**src/rtl/wheel_state_buffer.sv**
```systemverilog
// wheel_state_buffer: owns the committed per-node wheel state and runs one
// physics timestep around update_wheel. It collects the streamed node
// positions and velocities into shadow storage, integrates position from
// velocity one node per cycle, and then commits both arrays on a single edge.
// Array layout: [node][axis][bits], where axis 0 is x and axis 1 is y. Values
// are two's complement; the packed ports are unsigned and get cast where the
// arithmetic needs them signed.
module wheel_state_buffer #(
    parameter int NUM_NODES     = 8,
    parameter int POSITION_SIZE = 16,
    parameter int VELOCITY_SIZE = 16,
    parameter int DT_SHIFT      = 4,
    parameter int TIMEOUT       = 4096
) (
    input  logic                                          clk_in,
    input  logic                                          rst_in,
    input  logic [NUM_NODES-1:0][1:0][POSITION_SIZE-1:0]  init_nodes,
    input  logic [NUM_NODES-1:0][1:0][VELOCITY_SIZE-1:0]  init_velocities,
    input  logic                                          step_in,
    input  logic [POSITION_SIZE-1:0]                      node_in_x,
    input  logic [POSITION_SIZE-1:0]                      node_in_y,
    input  logic                                          node_in_valid,
    input  logic [VELOCITY_SIZE-1:0]                      velocity_in_x,
    input  logic [VELOCITY_SIZE-1:0]                      velocity_in_y,
    input  logic                                          velocity_in_valid,
    input  logic                                          result_in,
    output logic [NUM_NODES-1:0][1:0][POSITION_SIZE-1:0]  nodes_out,
    output logic [NUM_NODES-1:0][1:0][VELOCITY_SIZE-1:0]  velocities_out,
    output logic                                          begin_out,
    output logic                                          busy_out,
    output logic                                          step_done_out,
    output logic                                          error_out,
    output logic [15:0]                                   step_count_out
);

    localparam int CW = $clog2(NUM_NODES + 1);
    localparam int IW = (NUM_NODES > 1) ? $clog2(NUM_NODES) : 1;
    localparam int TW = $clog2(TIMEOUT + 1);
    // The sum width keeps the shifted velocity and the position exact before
    // saturation, whatever the relative sizes of the two fields are.
    localparam int SW = ((POSITION_SIZE > VELOCITY_SIZE) ? POSITION_SIZE : VELOCITY_SIZE) + 2;

    localparam logic [CW-1:0]        FULL       = CW'(NUM_NODES);
    localparam logic [IW-1:0]        LAST_IDX   = IW'(NUM_NODES - 1);
    localparam logic [TW-1:0]        TIMER_LAST = TW'(TIMEOUT - 1);
    localparam logic signed [SW-1:0] POS_MAX    = SW'((64'sd1 <<< (POSITION_SIZE - 1)) - 64'sd1);
    localparam logic signed [SW-1:0] POS_MIN    = ~POS_MAX;

    typedef enum logic [1:0] {S_IDLE, S_COLLECT, S_INTEGRATE, S_COMMIT} state_t;

    state_t                                        state_q, state_d;
    logic [CW-1:0]                                 node_cnt_q, vel_cnt_q;
    logic [TW-1:0]                                 timer_q;
    logic                                          overflow_q;
    logic [IW-1:0]                                 idx_q;
    logic                                          begin_q, step_done_q, error_q;
    logic [15:0]                                   step_count_q;
    logic [NUM_NODES-1:0][1:0][POSITION_SIZE-1:0]  nodes_q, shadow_pos_q;
    logic [NUM_NODES-1:0][1:0][VELOCITY_SIZE-1:0]  vels_q, shadow_vel_q;

    logic                   node_take, node_drop, vel_take, vel_drop;
    logic [CW-1:0]          node_cnt_d, vel_cnt_d;
    logic                   overflow_d, counts_ok, timeout_hit;
    logic [NUM_NODES-1:0]   pos_we, vel_we, int_we;
    logic [1:0][POSITION_SIZE-1:0] cur_pos, int_pos;
    logic [1:0][VELOCITY_SIZE-1:0] cur_vel;

    // Stream accounting; the counts include any valid landing with result_in.
    always_comb begin
        node_take   = (state_q == S_COLLECT) && node_in_valid && (node_cnt_q != FULL);
        node_drop   = (state_q == S_COLLECT) && node_in_valid && (node_cnt_q == FULL);
        vel_take    = (state_q == S_COLLECT) && velocity_in_valid && (vel_cnt_q != FULL);
        vel_drop    = (state_q == S_COLLECT) && velocity_in_valid && (vel_cnt_q == FULL);
        node_cnt_d  = node_cnt_q + CW'(node_take);
        vel_cnt_d   = vel_cnt_q + CW'(vel_take);
        overflow_d  = overflow_q | node_drop | vel_drop;
        counts_ok   = (node_cnt_d == FULL) && (vel_cnt_d == FULL) && !overflow_d;
        timeout_hit = (timer_q == TIMER_LAST);
    end

    // Next-state logic for the step sequencer.
    always_comb begin
        state_d = state_q;
        case (state_q)
            S_IDLE:      if (step_in) state_d = S_COLLECT;
            S_COLLECT: begin
                if (result_in)        state_d = counts_ok ? S_INTEGRATE : S_IDLE;
                else if (timeout_hit) state_d = S_IDLE;
            end
            S_INTEGRATE: if (idx_q == LAST_IDX) state_d = S_COMMIT;
            S_COMMIT:    state_d = S_IDLE;
            default:     state_d = S_IDLE;
        endcase
    end

    // Per-node shadow write enables: stream capture slot and integration slot.
    genvar gi;
    generate
        for (gi = 0; gi < NUM_NODES; gi++) begin : g_node
            assign pos_we[gi] = node_take && (node_cnt_q == CW'(gi));
            assign vel_we[gi] = vel_take && (vel_cnt_q == CW'(gi));
            assign int_we[gi] = (state_q == S_INTEGRATE) && (idx_q == IW'(gi));
        end
    endgenerate

    assign cur_pos = shadow_pos_q[idx_q];
    assign cur_vel = shadow_vel_q[idx_q];

    // One saturating integrator per axis, shared across nodes via idx_q.
    generate
        for (gi = 0; gi < 2; gi++) begin : g_axis
            logic signed [SW-1:0] pos_ext, vel_shift, sum;
            // pos + (vel >>> DT_SHIFT), clamped to the position range.
            always_comb begin
                pos_ext   = SW'($signed(cur_pos[gi]));
                vel_shift = SW'($signed(cur_vel[gi])) >>> DT_SHIFT;
                sum       = pos_ext + vel_shift;
                if (sum > POS_MAX)      int_pos[gi] = POS_MAX[POSITION_SIZE-1:0];
                else if (sum < POS_MIN) int_pos[gi] = POS_MIN[POSITION_SIZE-1:0];
                else                    int_pos[gi] = sum[POSITION_SIZE-1:0];
            end
        end
    endgenerate

    // Shadow storage: filled from the streams, then rewritten by integration.
    always_ff @(posedge clk_in) begin
        for (int i = 0; i < NUM_NODES; i++) begin
            if (pos_we[i])      shadow_pos_q[i] <= {node_in_y, node_in_x};
            else if (int_we[i]) shadow_pos_q[i] <= int_pos;
            if (vel_we[i])      shadow_vel_q[i] <= {velocity_in_y, velocity_in_x};
        end
    end

    // Sequencer state, counters, pulses and the committed arrays.
    always_ff @(posedge clk_in) begin
        if (rst_in) begin
            state_q      <= S_IDLE;
            node_cnt_q   <= '0;
            vel_cnt_q    <= '0;
            timer_q      <= '0;
            overflow_q   <= 1'b0;
            idx_q        <= '0;
            begin_q      <= 1'b0;
            step_done_q  <= 1'b0;
            error_q      <= 1'b0;
            step_count_q <= '0;
            nodes_q      <= init_nodes;
            vels_q       <= init_velocities;
        end else begin
            state_q     <= state_d;
            begin_q     <= (state_q == S_IDLE) && step_in;
            step_done_q <= (state_q == S_COMMIT);
            case (state_q)
                S_IDLE: begin
                    if (step_in) begin
                        node_cnt_q <= '0;
                        vel_cnt_q  <= '0;
                        timer_q    <= '0;
                        overflow_q <= 1'b0;
                        error_q    <= 1'b0;
                    end
                end
                S_COLLECT: begin
                    node_cnt_q <= node_cnt_d;
                    vel_cnt_q  <= vel_cnt_d;
                    overflow_q <= overflow_d;
                    timer_q    <= timer_q + TW'(1);
                    idx_q      <= '0;
                    if ((result_in && !counts_ok) || (!result_in && timeout_hit))
                        error_q <= 1'b1;
                end
                S_INTEGRATE: idx_q <= idx_q + IW'(1);
                S_COMMIT: begin
                    nodes_q      <= shadow_pos_q;
                    vels_q       <= shadow_vel_q;
                    step_count_q <= step_count_q + 16'd1;
                end
                default: ;
            endcase
        end
    end

    assign nodes_out      = nodes_q;
    assign velocities_out = vels_q;
    assign begin_out      = begin_q;
    assign busy_out       = (state_q != S_IDLE);
    assign step_done_out  = step_done_q;
    assign error_out      = error_q;
    assign step_count_out = step_count_q;

endmodule
```
**config.mk**
```make
export PLATFORM = sky130hd
export DESIGN_NAME = wheel_state_buffer
export DESIGN_NICKNAME = d
export VERILOG_FILES = /design/src/rtl/wheel_state_buffer.sv
export SDC_FILE = /design/constraint.sdc
export NUM_CORES = 1
export LEC_CHECK = 0
export CORE_AREA = 2 2 429 431
export DETAILED_ROUTE_END_ITERATION = 8
export DIE_AREA = 0 0 431 433
export PLACE_DENSITY_LB_ADDON = 0.3
export SLEW_MARGIN = 20
export SYNTH_ARGS = -nofsm -noshare
export SYNTH_HDL_FRONTEND = slang
export SYNTH_SLANG_ARGS = --single-unit
export TNS_END_PERCENT = 100
```
**constraint.sdc**
```tcl
create_clock -name clk_in -period 11.6 [get_ports clk_in]
set_input_delay 1.74 -clock clk_in [delete_from_list [all_inputs] [get_ports clk_in]]
set_output_delay 1.74 -clock clk_in [all_outputs]
set_load 0.02 [all_outputs]
```
Yosys cells after proc, flatten, opt, wreduce, memory -nomap -nowiden
Cells that the tools add are included.
- register bits: 1070
- bits of input ports: 582
- output and inout port bits: 532
- magnitude comparators: 5
- reductions and logical operators: 58
- bitwise operators: 2
- $add $sub $neg: 7
- equality and inequality tests: 35
- mux-type cells: 44
- operators with widths (kind ; count):
    2-to-1 mux 256 bit ; 4
    2-to-1 mux 32 bit ; 18
    binary-select mux 32 bit (select 3 bit) ; 2
    2-to-1 mux 16 bit ; 4
    logical AND 1 bit ; 35
    adder 16 x 12 -> 17 bit ; 2
    > comparator 17 x 16 -> 1 bit (second input constant) ; 2
    < comparator 17 x 16 -> 1 bit (second input constant) ; 2
    equality test 4 x 3 -> 1 bit (second input constant) ; 8
    case mux 13 bit (2 select lines) ; 1
    nonzero test 2 bit ; 12
    adder 16 x 1 -> 16 bit (second input constant) ; 1
    equality test 4 x 2 -> 1 bit (second input constant) ; 4
    equality test 4 bit (second input constant) ; 4
    case mux 4 bit (2 select lines) ; 2
    adder 13 x 1 -> 13 bit (second input constant) ; 1
    equality test 13 x 12 -> 1 bit (second input constant) ; 1
    2-to-1 mux 13 bit ; 1
    equality test 3 bit (second input constant) ; 4
    2-to-1 mux 2 bit ; 5
    adder 4 x 1 -> 4 bit ; 2
    equality test 4 x 1 -> 1 bit (second input constant) ; 2
    logical NOT 4 bit ; 2
    inequality test 4 bit (second input constant) ; 2
    21 further kinds ; 30

Depth between registers and ports, before layout
Gate-level depths: netlist of the first run.
- depth in word-level cells: 12
- gate-level depth with buffers: 19

Worst setup path before layout of the first run
Ideal clock, no wire load.
- path kind: in2reg
- from: input rst_in
- to: register nodes_q, in the netlist nodes_out[0] (enable)
- arrival: 8655 ps
- stages: 4
- path buffers: 3
- data required time: 10933 ps
- path slack: 2279 ps
- cell sequence: clkbuf_1 clkbuf_1 clkbuf_1 or2_2
- longest elaborated chain between the ends: 1
- RTL lines (item ; line ; source):
    start: declaration ; 16 ; input logic rst_in,
    nonzero test 2 bit (no line) ; n/a ;
    end signal: assignment ; 147 ; nodes_q <= init_nodes;
    end signal: assignment ; 174 ; nodes_q <= shadow_pos_q;
    end: declaration ; 58 ; logic [NUM_NODES-1:0][1:0][POSITION_SIZE-1:0] nodes_q, shadow_pos_q;
Every way passes these cells.
A chain may end at the register's enable or synchronous reset.

Worst setup path in the final report of the first run
- from: register idx_q[0]
- to: register shadow_pos_q[36] in the netlist's numbering (data pin)
- longest elaborated chain between the ends: 8
- RTL lines (item ; line ; source):
    start: declaration ; 55 ; logic [IW-1:0] idx_q;
    start signal: assignment ; 172 ; S_INTEGRATE: idx_q <= idx_q + IW'(1);
    binary-select mux 32 bit (select 3 bit) (on tied branches) ; 106, 107 ;
    2-to-1 mux 32 bit (on tied branches) ; 106, 107 ;
    adder 16 x 12 -> 17 bit (*) ; 117 ; sum = pos_ext + vel_shift;
    < comparator 17 x 16 -> 1 bit ; 119 ; else if (sum < POS_MIN) int_pos[gi] = POS_MIN[POSITION_SIZE-1:0];
    2-to-1 mux 16 bit ; 119 ;
    2-to-1 mux 16 bit (*) ; 118 ; if (sum > POS_MAX) int_pos[gi] = POS_MAX[POSITION_SIZE-1:0];
    2-to-1 mux 32 bit (*) ; 129 ; else if (int_we[i]) shadow_pos_q[i] <= int_pos;
    2-to-1 mux 32 bit (*) ; 128 ; if (pos_we[i]) shadow_pos_q[i] <= {node_in_y, node_in_x};
    end signal: indexed assignment ; 128 ;
    end signal: indexed assignment ; 129 ;
    end: declaration ; 58 ;
Every way passes the cells marked *; elsewhere a longest branch is shown, timed or not. The select of a mux whose other input is x is not followed.

==> reports/results.txt, run 1 <==
Post-CTS sizing: 0
IO Pins: 1114
Status: completed
Fin. Hold Viols: 0
CP dominant cell by count: nand2_1
Peak VDD IR: 0.144 mV
Cell Area, Synth: 47100 um^2
Relative slew margins: 0.234
Num CTS Buffers: 131
Initial antenna violation count: 74
Path depth of the worst reg2reg path: 15
Pleak: 21.8 nW
Worst slew pin tran: 1.14 ns
Top_reg_cell synth: edfxtp_1
Count of cell types in the netlist: 72
Layout net count: 4761
Fraction of synthesis flops using an asynchronous set or reset pin: 0
Core Box Area: 182000 um^2
Hpwl dp: 151000 um
Full die area: 187000 um^2
Root Driver: clkbuf_16
WHS Path Cells: 2
HP Class: reg2reg
DR WL/cell: 30.3 um
Vias/cell: 4.81
CTS H-Tree Depth: 4
Crit-path slowest cell: dfxtp_4
Post-synth EDFFs: 1024
CTS Hold Buffers Added: 0
Area Overhead vs Synth: 38.8%
Postcts setup bufs: 0
Initial Util: 0.259
CP max FO: 36
Kind of critical path: reg2reg
Worst path required time: 12.24 ns
DRT iter0 DRCs: 2992
TNS Setup: 0 ns
Arr. time, crit path: 6.70 ns
Mapped Nets: 3663
GRT Residual Overflow: 0
Latest clock arrival within the worst-skew pair: 0.82 ns
Placer's final routability congestion estimate: 0.880
Share of layout cells above drive strength 1: 0.228
Minimum clock period: 6.06 ns
Final setup skew: 0.0472 ns
Final wirelength: 201000 um
Fillers: 17400
Critical Path, Cell by Cell: buf_4 > mux4_2 > nand2_1 > nand2_1 > ha_1 > inv_1 > fa_1 > nand2b_2 > a21oi_2 > o31a_1 > a2111oi_4 > o41ai_2 > and2_1 > o21ai_2 > o21ai_0
DR pass1 iterations: 6
Multi-input gate area: 14800 um^2
Fmax: 0.165 GHz
Commonest non-fill, non-tap cell in the layout: clkdlybuf4s50_1
Register Area: 31700 um^2
Worst R2R Setup Slack: 5.54 ns
Seq cells post-synth: 1070
Port Buffer Count: 1113
Largest net degree at the start of global routing: 159
CP Launch Type: flip-flop
Max Cap Viol: 0
Reg clk slew, reported paths: 0.06 ns
# rows: 157
CTS Buffer Depth: 3
RSZ-0062 raised after global routing: no
Synth warn: 0
Final Power: 10.1 mW
Synthesized instance count: 3030
Die W: 431 um
Sequential share of the synthesized area: 0.672
Vias: 32000
Die height: 433 um
Reg-to-Reg Start: idx_q[0]
PwrDens: 154 nW/um^2
CP startpoint: idx_q[0]
DRC viols: 0
Synth Area per Inst: 15.6 um^2
Vias in the first global route: 31300
R2R Path End: shadow_pos_q[36]
Most frequent cells in the layout: clkdlybuf4s50_1 (1112), edfxtp_1 (1024), mux2_2 (553)
Critical path endpoint category: flip-flop
Count of final setup violators: 0
Final Cycle Share: 0.522
Clock sink count: 1070
Max Slew Vio Count: 0
ANT nets after route: 0
First-pass GRT wire length: 268000 um
GRT Resource Usage Total: 0.209
CTS tree: yes
CP peak stage delay: 0.97 ns
worst max-delay path, delay by kind of cell (launching register included):
family / cells / cell delay [ns]
flops: 1 / 0.97
simple gates: 4 / 1.35
compound gates: 6 / 1.78
mux: 1 / 0.36
fa+ha+maj: 2 / 0.62
buf+inv: 2 / 0.74
area by class of cell:
class                           instances  share of cell area
Antenna cell                           22            0.000842
Clock buffer                          157              0.0518
Clock inverter                         82              0.0138
Inverter                               17             0.00101
Multi-Input combinational cell       1757               0.227
Sequential cell                      1070               0.484
Tap cell                             2385              0.0456
Timing Repair Buffer                 1151               0.176
sequential cells by signal, summed over array words and instances, names as in the netlist, 3 cells and up, named ones only:
register,count
node_cnt_q,4
step_count_out,16
nodes_out,256
timer_q,13
shadow_pos_q,256
idx_q,3
velocities_out,256
vel_cnt_q,4
shadow_vel_q,256
logic make-up (layout without fill, tap and decap cells):
family / count (synthesis) / count (layout) / synth area share
XOR/XNOR: 47 / 47 / 0.00929
flip-flops: 1070 / 1070 / 0.672
AO/OA/AOI/OAI: 357 / 357 / 0.0456
multiplexers: 668 / 668 / 0.186
adder cells (fa/ha/maj): 55 / 55 / 0.0147
buffers and inverters: 203 / 1407 / 0.0170
other: 0 / 22 / 0
AND/OR/NAND/NOR: 630 / 630 / 0.0553
Yosys cell counts (6+ instances only):
library cell	count	area share
a31oi_1	17	0.0023
o21ai_0	101	0.011
nand2b_1	8	0.0011
o21ai_1	35	0.0037
nor2_1	181	0.014
ha_1	49	0.013
nand4_1	8	0.0011
clkbuf_1	137	0.011
xnor2_1	19	0.0035
nand2_1	344	0.027
buf_1	33	0.0026
a21oi_2	9	0.0017
inv_1	17	0.0014
nor3_1	13	0.0014
edfxtp_1	1024	0.65
mux4_2	112	0.054
a211oi_1	6	0.00096
o21a_1	10	0.0016
a21oi_1	123	0.013
buf_2	11	0.0012
and3_1	10	0.0013
dfxtp_1	46	0.020
a21o_1	10	0.0016
nand3_1	21	0.0022
nor2b_1	15	0.0020
xor2_1	26	0.0048
mux2_2	553	0.13
a22oi_1	8	0.0013
where the power goes:
| group | switching [mW] | internal, mW | leakage [nW] |
|---|---|---|---|
| Clock | 1.79 | 2.33 | 2.06 |
| Sequential | 0.0556 | 4.47 | 9.98 |
| Combinational | 0.762 | 0.667 | 9.80 |
per-stage QoR:
step / instance area (um^2) / hold WS, ns / utilization / setup slack (ns) / cells
3_3_place_gp: 61000 / 0.471 / 0.335 / 5.66 / 6380
5_1_grt: 65400 / 0.520 / 0.359 / 5.14 / 6635
3_5_place_dp: 61100 / 0.496 / 0.335 / 5.51 / 6380
6_report: 65400 / 0.498 / 0.359 / 5.54 / 6641
2_1_floorplan: 47100 / 0.465 / - / 2.28 / 3030
4_1_cts: 65400 / 0.502 / 0.359 / 5.47 / 6619
metal layers:
| metal | vias to the layer above | global-route usage | routed length [um] |
|---|---|---|---|
| met4 | 24 | 0.0716 | 6320 |
| met5 | - | 0 | 150 |
| met2 | 1427 | 0.351 | 100000 |
| met1 | 16400 | 0.264 | 81300 |
| li1 | 13800 | - | - |
| met3 | 276 | 0.0464 | 13600 |
how the worst max path moves through the flow:
| stage | to | slack [ns] | depth (start not counted) |
|---|---|---|---|
| 2_1_floorplan | nodes_out[0] | 2.28 | 4 |
| 3_3_place_gp | shadow_pos_q[104] | 5.66 | 15 |
| 3_5_place_dp | shadow_pos_q[228] | 5.51 | 15 |
| 4_1_cts | shadow_pos_q[228] | 5.47 | 15 |
| 5_1_grt | shadow_pos_q[36] | 5.14 | 15 |
| 6_report | shadow_pos_q[36] | 5.54 | 15 |
No activity file was read; power rests on OpenSTA's default activity.
==> run 2, diff against run 1 <==
clock period = 5.18 ns   (was 11.6 ns; I/O delays follow)
==> run 2 against run 1 <==
Effect of this change: worst setup slack worse by 5.1 ns; sequential power increased by 120%; largest power group unchanged; final cell count is 0.33% higher; critical path depth unchanged; register-to-register slack got worse by 5.1 ns.
==> reports/results.txt, run 2 (same netlist as run 1, synthesis figures left out) <==
Status: completed
Clock sink count: 1070
Commonest non-fill, non-tap cell in the layout: clkdlybuf4s50_1
Worst slew pin tran: 1.07 ns
Core Box Area: 182000 um^2
CP Launch Type: flip-flop
Port Buffer Count: 1113
GRT Resource Usage Total: 0.209
Layout net count: 4789
Logic pwr share: 0.143
DRT iter0 DRCs: 2807
Kind of critical path: reg2reg
CTS Buffer Depth: 3
Critical Path, Cell by Cell: buf_12 > mux4_2 > nand2_1 > nand2_1 > ha_1 > inv_1 > fa_1 > nand2b_2 > a21oi_2 > o31a_1 > a2111oi_4 > o41ai_2 > nor2_1 > o21ai_1 > mux2_2
Hpwl dp: 154000 um
Die height: 433 um
Pleak: 22.1 nW
Vias in the first global route: 31400
Full die area: 187000 um^2
Num CTS Buffers: 119
Final setup skew: 0.0714 ns
Max Slew Vio Count: 0
Share of layout cells above drive strength 1: 0.238
Dpl ws: 0.184 ns
Initial Util: 0.259
Inst Count DP: 6420
Area post-placement: 61500 um^2
Initial antenna violation count: 47
CP top delay family: compound AO/OA/AOI/OAI gates
Latest clock arrival within the worst-skew pair: 0.79 ns
First-pass GRT wire length: 269000 um
DR WL/cell: 30.4 um
ANT nets after route: 0
Vias: 32000
Worst path required time: 5.81 ns
Placer's final routability congestion estimate: 0.897
Fin. Hold Viols: 0
Die W: 431 um
Hold_ws: 0.494 ns
GRT Residual Overflow: 0
Finished Cell Area: 65800 um^2
CP dominant cell by count: nand2_1
Minimum clock period: 4.73 ns
Peak VDD IR: 0.272 mV
Critical path buffer and inverter count: 2
Arr. time, crit path: 5.36 ns
Crit-path slowest cell: o21ai_1
P_sw: 5.71 mW
RSZ-0062 raised after global routing: no
Critical path endpoint category: flip-flop
DRC viols: 0
Internal Power: 17.0 mW
Reg power frac: 0.447
Area Overhead vs Synth: 39.7%
Sw frac: 0.252
Postcts setup bufs: 0
IO Pins: 1114
HP Class: reg2reg
Root Driver: clkbuf_16
Most frequent cells in the layout: clkdlybuf4s50_1 (1112), edfxtp_1 (1024), mux2_2 (553)
CP peak stage delay: 0.73 ns
Vias/cell: 4.81
Final wirelength: 202000 um
PnR worst setup slack: 0.451 ns
CTS Hold Buffers Added: 0
Final Cycle Share: 0.913
CP max FO: 20
Reg clk slew, reported paths: 0.06 ns
Fmax: 0.211 GHz
DR pass1 iterations: 7
Max Cap Viol: 0
Relative slew margins: 0.289
Clock share of power: 0.410
Final core occ: 0.362
# rows: 157
CTS H-Tree Depth: 3
Largest net degree at the start of global routing: 141
CTS tree: yes
Count of final setup violators: 0
Final std cells w/o fill: 6663
Post-CTS sizing: 0
PwrDens: 345 nW/um^2
-- run 2: metrics by stage --
| step | total power [mW] | setup TNS [ns] |
|---|---|---|
| 2_1_floorplan | 12.0 | -83.81 |
| 3_3_place_gp | 13.5 | 0 |
| 3_5_place_dp | 13.5 | 0 |
| 4_1_cts | 22.9 | 0 |
| 5_1_grt | 23.4 | 0 |
| 6_report | 22.7 | 0 |
-- run 2: worst register-to-register path: cells and delay by family, from the launching register on --
family / cells / cell delay, ns
AO/OA/AOI/OAI: 5 / 1.99
multiplexers: 2 / 0.60
adder cells (fa/ha/maj): 2 / 0.60
AND/OR/NAND/NOR: 4 / 0.59
flip-flops: 1 / 0.45
buffers and inverters: 2 / 0.34
-- run 2: area by class of cell --
| type | instances | area [um^2] |
|---|---|---|
| inverters | 17 | 66.3 |
| clock buffers | 140 | 3110 |
| fillers | 17500 | 116000 |
| multi-input cells | 1757 | 14800 |
| flip-flops and latches | 1070 | 31700 |
| well taps | 2385 | 2980 |
| diodes | 19 | 47.5 |
| repair buffers | 1191 | 12000 |
| clock inverters | 84 | 1160 |
-- run 2: final timing paths --
path	startpoint	end	slack (ns)	cells past startpoint
min	error_out	error_out	0.49	2
min reg2reg	error_out	error_out	0.49	2
max	idx_q[0]	shadow_pos_q[174]	0.45	15
max reg2reg	idx_q[0]	shadow_pos_q[174]	0.45	15
-- run 2: power by group through the flow --
stage | combinational [mW] | sequential, mW | clock (mW)
final | 3.24 | 10.1 | 9.31
after floorplan | 1.42 | 10.6 | 0
after CTS | 3.23 | 10.1 | 9.49
after global routing | 3.45 | 10.2 | 9.79
after global placement | 3.17 | 10.3 | 0
after detailed placement | 3.21 | 10.3 | 0
-- run 2: per-layer routing --
metal  vias to the layer above  global-route usage  part of all wire
li1                      13800                   -                 -
met5                         -                   0           0.00067
met1                     16600               0.266              0.40
met4                        22              0.0515             0.024
met2                      1389               0.362              0.50
met3                       221              0.0423             0.068
